==> config.mk <==
export PLATFORM = sky130hd
export DESIGN_NAME = stereo_mpx_gen
export DESIGN_NICKNAME = d
export VERILOG_FILES = /design/src/rtl/stereo_mpx_gen.sv
export SDC_FILE = /design/constraint.sdc
export NUM_CORES = 1
export LEC_CHECK = 0
export CAP_MARGIN = 30
export CORE_MARGIN = 2
export CORE_UTILIZATION = 55
export DETAILED_ROUTE_END_ITERATION = 12
export GPL_ROUTABILITY_DRIVEN = 0
export HOLD_SLACK_MARGIN = 0.05
export PLACE_DENSITY = 0.75
export SLEW_MARGIN = 20
export SYNTH_ARGS = -nofsm -noshare
export SYNTH_HDL_FRONTEND = slang
export SYNTH_SLANG_ARGS = --single-unit
export TNS_END_PERCENT = 5
==> constraint.sdc <==
create_clock -name clock -period 6.7 [get_ports clock]
set_input_delay 1.34 -clock clock [delete_from_list [all_inputs] [get_ports clock]]
set_output_delay 1.34 -clock clock [all_outputs]
set_load 0.05 [all_outputs]
==> src/rtl/stereo_mpx_gen.sv <==
// stereo_mpx_gen: builds the FM stereo multiplex sample
//   MPX = sum/2 + (diff * c38)/2 + pilot19
// Pilot and 38 kHz carrier share one phase accumulator and a quarter-wave
// sine table. diff * carrier runs on a 16-cycle shift-add multiplier.
module stereo_mpx_gen #(
   parameter int NBITS       = 18,
   parameter int PH_BITS     = 24,
   parameter int PINC        = 1048576,
   parameter int PILOT_SHIFT = 1
) (
   input  logic             clock,
   input  logic             reset,
   input  logic             enableclk,
   input  logic             stereo_en,
   input  logic [NBITS-1:0] SUMin,
   input  logic [NBITS-1:0] DIFin,
   output logic [NBITS-1:0] MPXout,
   output logic             MPXvalid,
   output logic             busy,
   output logic             overrun,
   output logic             pilot_sync
);

   localparam int PW = NBITS + 16;   // exact signed product width
   localparam int AW = NBITS + 2;    // accumulator width
   localparam logic [PH_BITS-1:0] PINC_V = PH_BITS'(PINC);

   typedef enum logic [2:0] {S_IDLE, S_CAPTURE, S_MUL, S_ACC, S_OUT} state_t;

   // Quarter-wave table: round(32767*sin(2*pi*k/128)), k = 0..32
   function automatic logic [15:0] qsin(input logic [5:0] k);
      case (k)
         6'd0:  qsin = 16'd0;     6'd1:  qsin = 16'd1608;  6'd2:  qsin = 16'd3212;
         6'd3:  qsin = 16'd4808;  6'd4:  qsin = 16'd6393;  6'd5:  qsin = 16'd7962;
         6'd6:  qsin = 16'd9512;  6'd7:  qsin = 16'd11039; 6'd8:  qsin = 16'd12539;
         6'd9:  qsin = 16'd14010; 6'd10: qsin = 16'd15446; 6'd11: qsin = 16'd16846;
         6'd12: qsin = 16'd18204; 6'd13: qsin = 16'd19519; 6'd14: qsin = 16'd20787;
         6'd15: qsin = 16'd22005; 6'd16: qsin = 16'd23170; 6'd17: qsin = 16'd24279;
         6'd18: qsin = 16'd25329; 6'd19: qsin = 16'd26319; 6'd20: qsin = 16'd27245;
         6'd21: qsin = 16'd28105; 6'd22: qsin = 16'd28898; 6'd23: qsin = 16'd29621;
         6'd24: qsin = 16'd30273; 6'd25: qsin = 16'd30852; 6'd26: qsin = 16'd31356;
         6'd27: qsin = 16'd31785; 6'd28: qsin = 16'd32137; 6'd29: qsin = 16'd32412;
         6'd30: qsin = 16'd32609; 6'd31: qsin = 16'd32728; 6'd32: qsin = 16'd32767;
         default: qsin = 16'd0;
      endcase
   endfunction

   // 128-point sine from the quarter table: odd quadrants mirror, upper half negates
   function automatic logic [15:0] sine128(input logic [6:0] i);
      logic [5:0]  k;
      logic [15:0] mag;
      k   = i[5] ? (6'd32 - {1'b0, i[4:0]}) : {1'b0, i[4:0]};
      mag = qsin(k);
      return i[6] ? (~mag + 16'd1) : mag;
   endfunction

   state_t                  state_q, state_d;
   logic [3:0]              cnt_q, cnt_d;
   logic [PH_BITS-1:0]      phase_q, phase_d;
   logic [NBITS-1:0]        sum_q, sum_d;
   logic                    stereo_q, stereo_d;
   logic [15:0]             pilot_q, pilot_d;
   logic [PW-1:0]           mcand_q, mcand_d;
   logic [15:0]             mplier_q, mplier_d;
   logic [PW-1:0]           prod_q, prod_d;
   logic                    neg_q, neg_d;
   logic signed [AW-1:0]    acc_q, acc_d;
   logic [NBITS-1:0]        mpx_q, mpx_d;
   logic                    mpxvalid_q, mpxvalid_d;
   logic                    busy_q, busy_d;
   logic                    overrun_q, overrun_d;
   logic                    pilot_sync_q, pilot_sync_d;

   logic [6:0]              idx, cidx;
   logic [PH_BITS:0]        phase_sum;
   logic [15:0]             carrier, pilot_s, c_abs;
   logic [NBITS-1:0]        dif_abs;
   logic signed [PW-1:0]    prod_s;
   logic signed [AW-1:0]    t_sum, t_prod, t_pil;

   // Next-state logic: sequencing, phase/table lookup, multiplier, accumulate, saturate
   always_comb begin
      state_d      = state_q;
      cnt_d        = cnt_q;
      phase_d      = phase_q;
      sum_d        = sum_q;
      stereo_d     = stereo_q;
      pilot_d      = pilot_q;
      mcand_d      = mcand_q;
      mplier_d     = mplier_q;
      prod_d       = prod_q;
      neg_d        = neg_q;
      acc_d        = acc_q;
      mpx_d        = mpx_q;
      mpxvalid_d   = 1'b0;
      busy_d       = busy_q;
      overrun_d    = overrun_q;
      pilot_sync_d = 1'b0;

      idx       = phase_q[PH_BITS-1 -: 7];
      cidx      = {idx[5:0], 1'b0};
      phase_sum = {1'b0, phase_q} + {1'b0, PINC_V};
      carrier   = sine128(cidx);
      pilot_s   = sine128(idx);
      c_abs     = carrier[15] ? (~carrier + 16'd1) : carrier;
      dif_abs   = DIFin[NBITS-1] ? (~DIFin + NBITS'(1)) : DIFin;

      // Sign is re-applied to the magnitude product, then all terms are floored
      prod_s = neg_q ? $signed(~prod_q + PW'(1)) : $signed(prod_q);
      t_sum  = $signed({{2{sum_q[NBITS-1]}}, sum_q}) >>> 1;
      t_prod = AW'(prod_s >>> 16);
      t_pil  = $signed({{(AW-16){pilot_q[15]}}, pilot_q}) >>> PILOT_SHIFT;
      if (!stereo_q) begin
         t_prod = '0;
         t_pil  = '0;
      end

      // Any strobe outside IDLE (including OUT) is dropped but remembered
      if (enableclk && state_q != S_IDLE) overrun_d = 1'b1;

      case (state_q)
         S_IDLE: begin
            if (enableclk) begin
               state_d = S_CAPTURE;
               busy_d  = 1'b1;
            end
         end
         S_CAPTURE: begin
            sum_d        = SUMin;
            stereo_d     = stereo_en;
            pilot_d      = pilot_s;
            mcand_d      = {16'd0, dif_abs};
            mplier_d     = c_abs;
            neg_d        = DIFin[NBITS-1] ^ carrier[15];
            prod_d       = '0;
            cnt_d        = 4'd0;
            phase_d      = phase_sum[PH_BITS-1:0];
            pilot_sync_d = phase_sum[PH_BITS];
            state_d      = S_MUL;
         end
         S_MUL: begin
            if (mplier_q[0]) prod_d = prod_q + mcand_q;
            mcand_d  = mcand_q << 1;
            mplier_d = mplier_q >> 1;
            cnt_d    = cnt_q + 4'd1;
            if (cnt_q == 4'd15) state_d = S_ACC;
         end
         S_ACC: begin
            acc_d   = t_sum + t_prod + t_pil;
            state_d = S_OUT;
         end
         S_OUT: begin
            if (acc_q[AW-1:NBITS-1] == '0 || acc_q[AW-1:NBITS-1] == '1)
               mpx_d = acc_q[NBITS-1:0];
            else if (acc_q[AW-1])
               mpx_d = {1'b1, {(NBITS-1){1'b0}}};
            else
               mpx_d = {1'b0, {(NBITS-1){1'b1}}};
            mpxvalid_d = 1'b1;
            busy_d     = 1'b0;
            state_d    = S_IDLE;
         end
         default: state_d = S_IDLE;
      endcase
   end

   // State registers with synchronous active-low reset
   always_ff @(posedge clock) begin
      if (!reset) begin
         state_q      <= S_IDLE;
         cnt_q        <= '0;
         phase_q      <= '0;
         sum_q        <= '0;
         stereo_q     <= 1'b0;
         pilot_q      <= '0;
         mcand_q      <= '0;
         mplier_q     <= '0;
         prod_q       <= '0;
         neg_q        <= 1'b0;
         acc_q        <= '0;
         mpx_q        <= '0;
         mpxvalid_q   <= 1'b0;
         busy_q       <= 1'b0;
         overrun_q    <= 1'b0;
         pilot_sync_q <= 1'b0;
      end else begin
         state_q      <= state_d;
         cnt_q        <= cnt_d;
         phase_q      <= phase_d;
         sum_q        <= sum_d;
         stereo_q     <= stereo_d;
         pilot_q      <= pilot_d;
         mcand_q      <= mcand_d;
         mplier_q     <= mplier_d;
         prod_q       <= prod_d;
         neg_q        <= neg_d;
         acc_q        <= acc_d;
         mpx_q        <= mpx_d;
         mpxvalid_q   <= mpxvalid_d;
         busy_q       <= busy_d;
         overrun_q    <= overrun_d;
         pilot_sync_q <= pilot_sync_d;
      end
   end

   assign MPXout     = mpx_q;
   assign MPXvalid   = mpxvalid_q;
   assign busy       = busy_q;
   assign overrun    = overrun_q;
   assign pilot_sync = pilot_sync_q;

endmodule
==> run metrics <==
# clock sinks=169; Post-CTS Setup Inserts=0; pin count of the biggest net entering global routing=80; total congestion overflow=0; Final Cycle Share=87.9%; HP Class=reg -> reg; CTS Buf Count=17; Reg area=about 3400 um2; clk slew on worst S/H paths=around 0.070 ns; critical path buffer and inverter count=0; Comb power frac=around a tenth; fin crit period=5.89 ns; reg-to-reg endpoint=acc_q[18]; GRT Util Overall=about 23%; Gate Count Post-Synth=1232; clock root buffer=clkbuf_16; TritonRoute pass-1 iters=5; Reg power frac=a little under half; Register-to-Register Path Depth=20; Synth async-reset ratio=0%; Die Area=~20000 um2; clk_skew=~0.012 ns; Hold Buf Count CTS=0; antenna violations before repair=0; EDFF count, synth=0; drt total wl=21.9 mm; Port Buffers=60; # fillers=1612; Routed Antenna Nets=0; Hold Crit Start=MPXout[5]; Clk pwr share=~43%; hold depth=2; Int Pwr=roughly 1700 uW; FF-to-FF Start=prod_q[11]; DRC=0; Worst path max stage delay=a little under 0.6 ns; pwr dens=197 nW/um2; fraction of layout cells with a size suffix above 1=4.27%; via/cell ratio=approximately 5.7; Max stage delay cell, worst path=nor4_1; mapped cell area=~10000 um2; CP Cell Sequence=nor4_1, nand4_1, or3_4, or4_4, or4_4, or4_4, o21ai_0, xnor2_1, and2_1, fa_1, ha_1, a21o_1, a21o_1, a21o_1, a21oi_1, o31a_1, o211ai_1, xnor2_1, o21ai_0, and2_1; vias post-DR=8538; CP Capture Type=flip-flop; drt wl/cell=around 15 um; Psw=around 630 uW; Multi-input gate area=6580 um2; count of final hold-check violations=0; H-tree depth=4; status=finished, final reports clean; post-synth cell types=about 60; number of global-route vias before repair=7942; antenna fix cells=0; NumNets Final=~1400; CORE AREA=between 15000 and 20000 um2; Core Rows=50; Initial Util=55.5%; maximum clock rate=about 170 MHz; Net Sw Frac=27.4%; YS warnings=0; delay-heaviest family, CP=simple AND/OR/NAND/NOR gates; final core occ=a little over three fifths; final setup violation count=0; setup TNS after final layout=0 ns; Design Area, Final=between 10000 and 15000 um2; Detailed Place HPWL=15.6 mm; Leakage Power=0.00470 uW; chip height=around 140 um; Min Hold Slack=around 0.45 ns; crit path DAT=a little over 6 ns; Clock Tree Buf Depth=2; Crit Path Category=reg -> reg; Max-cap violations=0; area delta synth->final=12.9%; CTS tree=done; critical path peak fanout=6; Main synth FF type=dfxtp_1; cts repair resizes=0; fin. max-slew vios=0; placed cell area=between 10000 and 15000 um2; first-pass GRT wire length=37.4 mm; CP Data Required Time=7.04 ns; Skew-Pair Late Insertion Delay=0.43 ns; RSZ-0062 raised after global routing=false; CP startpoint kind=flip-flop; Peak supply drop=approximately 190 uV; Seq/Total Area, Yosys=32.9%; Avg Cell Area, Syn=between 8 and 9 um2; Least-Margin Pin Slew=between 0.8 and 0.9 ns; Hold Path End=MPXout[5]; syn nets=about 1400; IO Pins=between 60 and 70; Relative slew margins=between 40 and 50%; DR iter-0 viols=between 500 and 600; Chip Width=approximately 140 um; r2r setup slk=around 0.8 ns; Yosys reg bits=169
[cell usage in the layout (no fill, tap or decap), drive strengths merged, types with 7 or more instances in the layout]
cell type,synthesis,layout
a211oi,11,11
a21boi,37,37
a21o,23,23
a21oi,53,53
a221oi,19,19
a22oi,33,33
a31oi,7,7
and2,79,79
and3,8,8
buf,6,8
clkbuf,61,17
clkdlybuf4s50,0,59
dfxtp,169,169
fa,20,20
ha,60,60
inv,24,34
nand2,149,149
nand2b,14,14
nand3,42,42
nor2,47,47
nor2b,53,53
nor3,13,13
o211a,9,9
o211ai,8,8
o21a,8,8
o21ai,114,114
o31ai,17,17
or4,7,7
xnor2,46,46
xor2,33,33
[worst max path at each step]
stage,to,cells past startpoint,from
3_3_place_gp,acc_q[18],21,prod_q[11]
5_1_grt,acc_q[18],21,prod_q[11]
2_1_floorplan,acc_q[18],21,prod_q[11]
4_1_cts,acc_q[18],20,prod_q[11]
3_5_place_dp,acc_q[18],21,prod_q[11]
6_report,acc_q[18],20,prod_q[11]
[per-stage QoR]
step           setup slack [ns]  cells  power [uW]
6_report                  0.814   1498        2290
4_1_cts                   0.828   1498        2310
5_1_grt                   0.521   1498        2390
3_3_place_gp               1.09   1464        1310
2_1_floorplan              1.67   1232        1240
3_5_place_dp               1.04   1466        1320
[kinds of logic (layout without fill, tap and decap cells)]
kind of cell             after synthesis  count (layout)  synth area share [%]
adder cells (fa/ha/maj)               80              80                  11.2
AND/OR/NAND/NOR                      446             446                  22.3
flip-flops                           169             169                  32.9
buffers and inverters                 91             123                  3.32
XOR/XNOR                              79              79                  6.73
AO/OA/AOI/OAI                        364             364                  23.3
multiplexers                           3               3                 0.292
[cells in the mapped netlist, types with 5 or more instances]
cell | count | area share, %
a22oi_1 | 33 | 2.4
nand2b_1 | 14 | 0.85
nand3_1 | 42 | 2.0
nor4_1 | 5 | 0.30
o21a_1 | 8 | 0.58
nor3b_1 | 6 | 0.44
nand2_1 | 149 | 5.4
nor2_1 | 47 | 1.7
buf_1 | 6 | 0.22
a21oi_1 | 53 | 2.6
nand4_1 | 6 | 0.37
o211ai_1 | 8 | 0.58
dfxtp_1 | 169 | 33
o21bai_1 | 5 | 0.37
inv_1 | 24 | 0.88
xor2_1 | 33 | 2.8
and2_1 | 79 | 4.8
a31oi_1 | 7 | 0.43
o211a_1 | 9 | 0.88
a21boi_0 | 36 | 2.6
o31ai_1 | 17 | 1.2
xnor2_1 | 46 | 3.9
nor2b_1 | 53 | 3.2
o21ai_0 | 113 | 5.5
fa_1 | 20 | 3.9
a21o_1 | 23 | 1.7
nor3_1 | 13 | 0.63
ha_1 | 60 | 7.3
a211oi_1 | 11 | 0.80
a221oi_1 | 19 | 1.6
clkbuf_1 | 61 | 2.2
and3_1 | 8 | 0.49
[cell type report]
class	instances	area share [%]
inverter	24	0.776
clock inverter	15	1.47
multi-input combinational	972	56.6
sequential	169	29.1
clock buffer	17	3.66
timing repair buffer	67	5.78
tap	234	2.52
[power groups by stage]
stage               combinational, uW  clock, uW  sequential [uW]
floorplan                         173          0             1070
global placement                  233          0             1080
detailed placement                241          0             1080
CTS                               242       1010             1050
global route                      272       1060             1060
finish                            242        992             1050
[flip-flops by register name (all words and copies together), names as in the netlist, 3 cells and up]
signal,count
sum_q,17
phase_q,4
mcand_q,34
MPXout,18
pilot_q,13
prod_q,34
mplier_q,16
cnt_q,4
acc_q,20
state_q,3
[metal layers]
layer,GRT usage [%],share of wire [%]
met2,38.9,48
met1,29.9,47
met4,6.63,1.7
met3,3.53,3.1
met5,0,0
[worst reg2reg max path, cell delays in order, from the launching register on]
cell and delay (ns):
dfxtp_1 0.33, nor4_1 0.59, nand4_1 0.30, or3_4 0.41
or4_4 0.44, or4_4 0.45, or4_4 0.47, o21ai_0 0.22
xnor2_1 0.14, and2_1 0.16, fa_1 0.44, ha_1 0.41
a21o_1 0.19, a21o_1 0.19, a21o_1 0.17, a21oi_1 0.16
o31a_1 0.21, o211ai_1 0.12, xnor2_1 0.13, o21ai_0 0.08
and2_1 0.19
No activity file was read; power rests on OpenSTA's default activity.
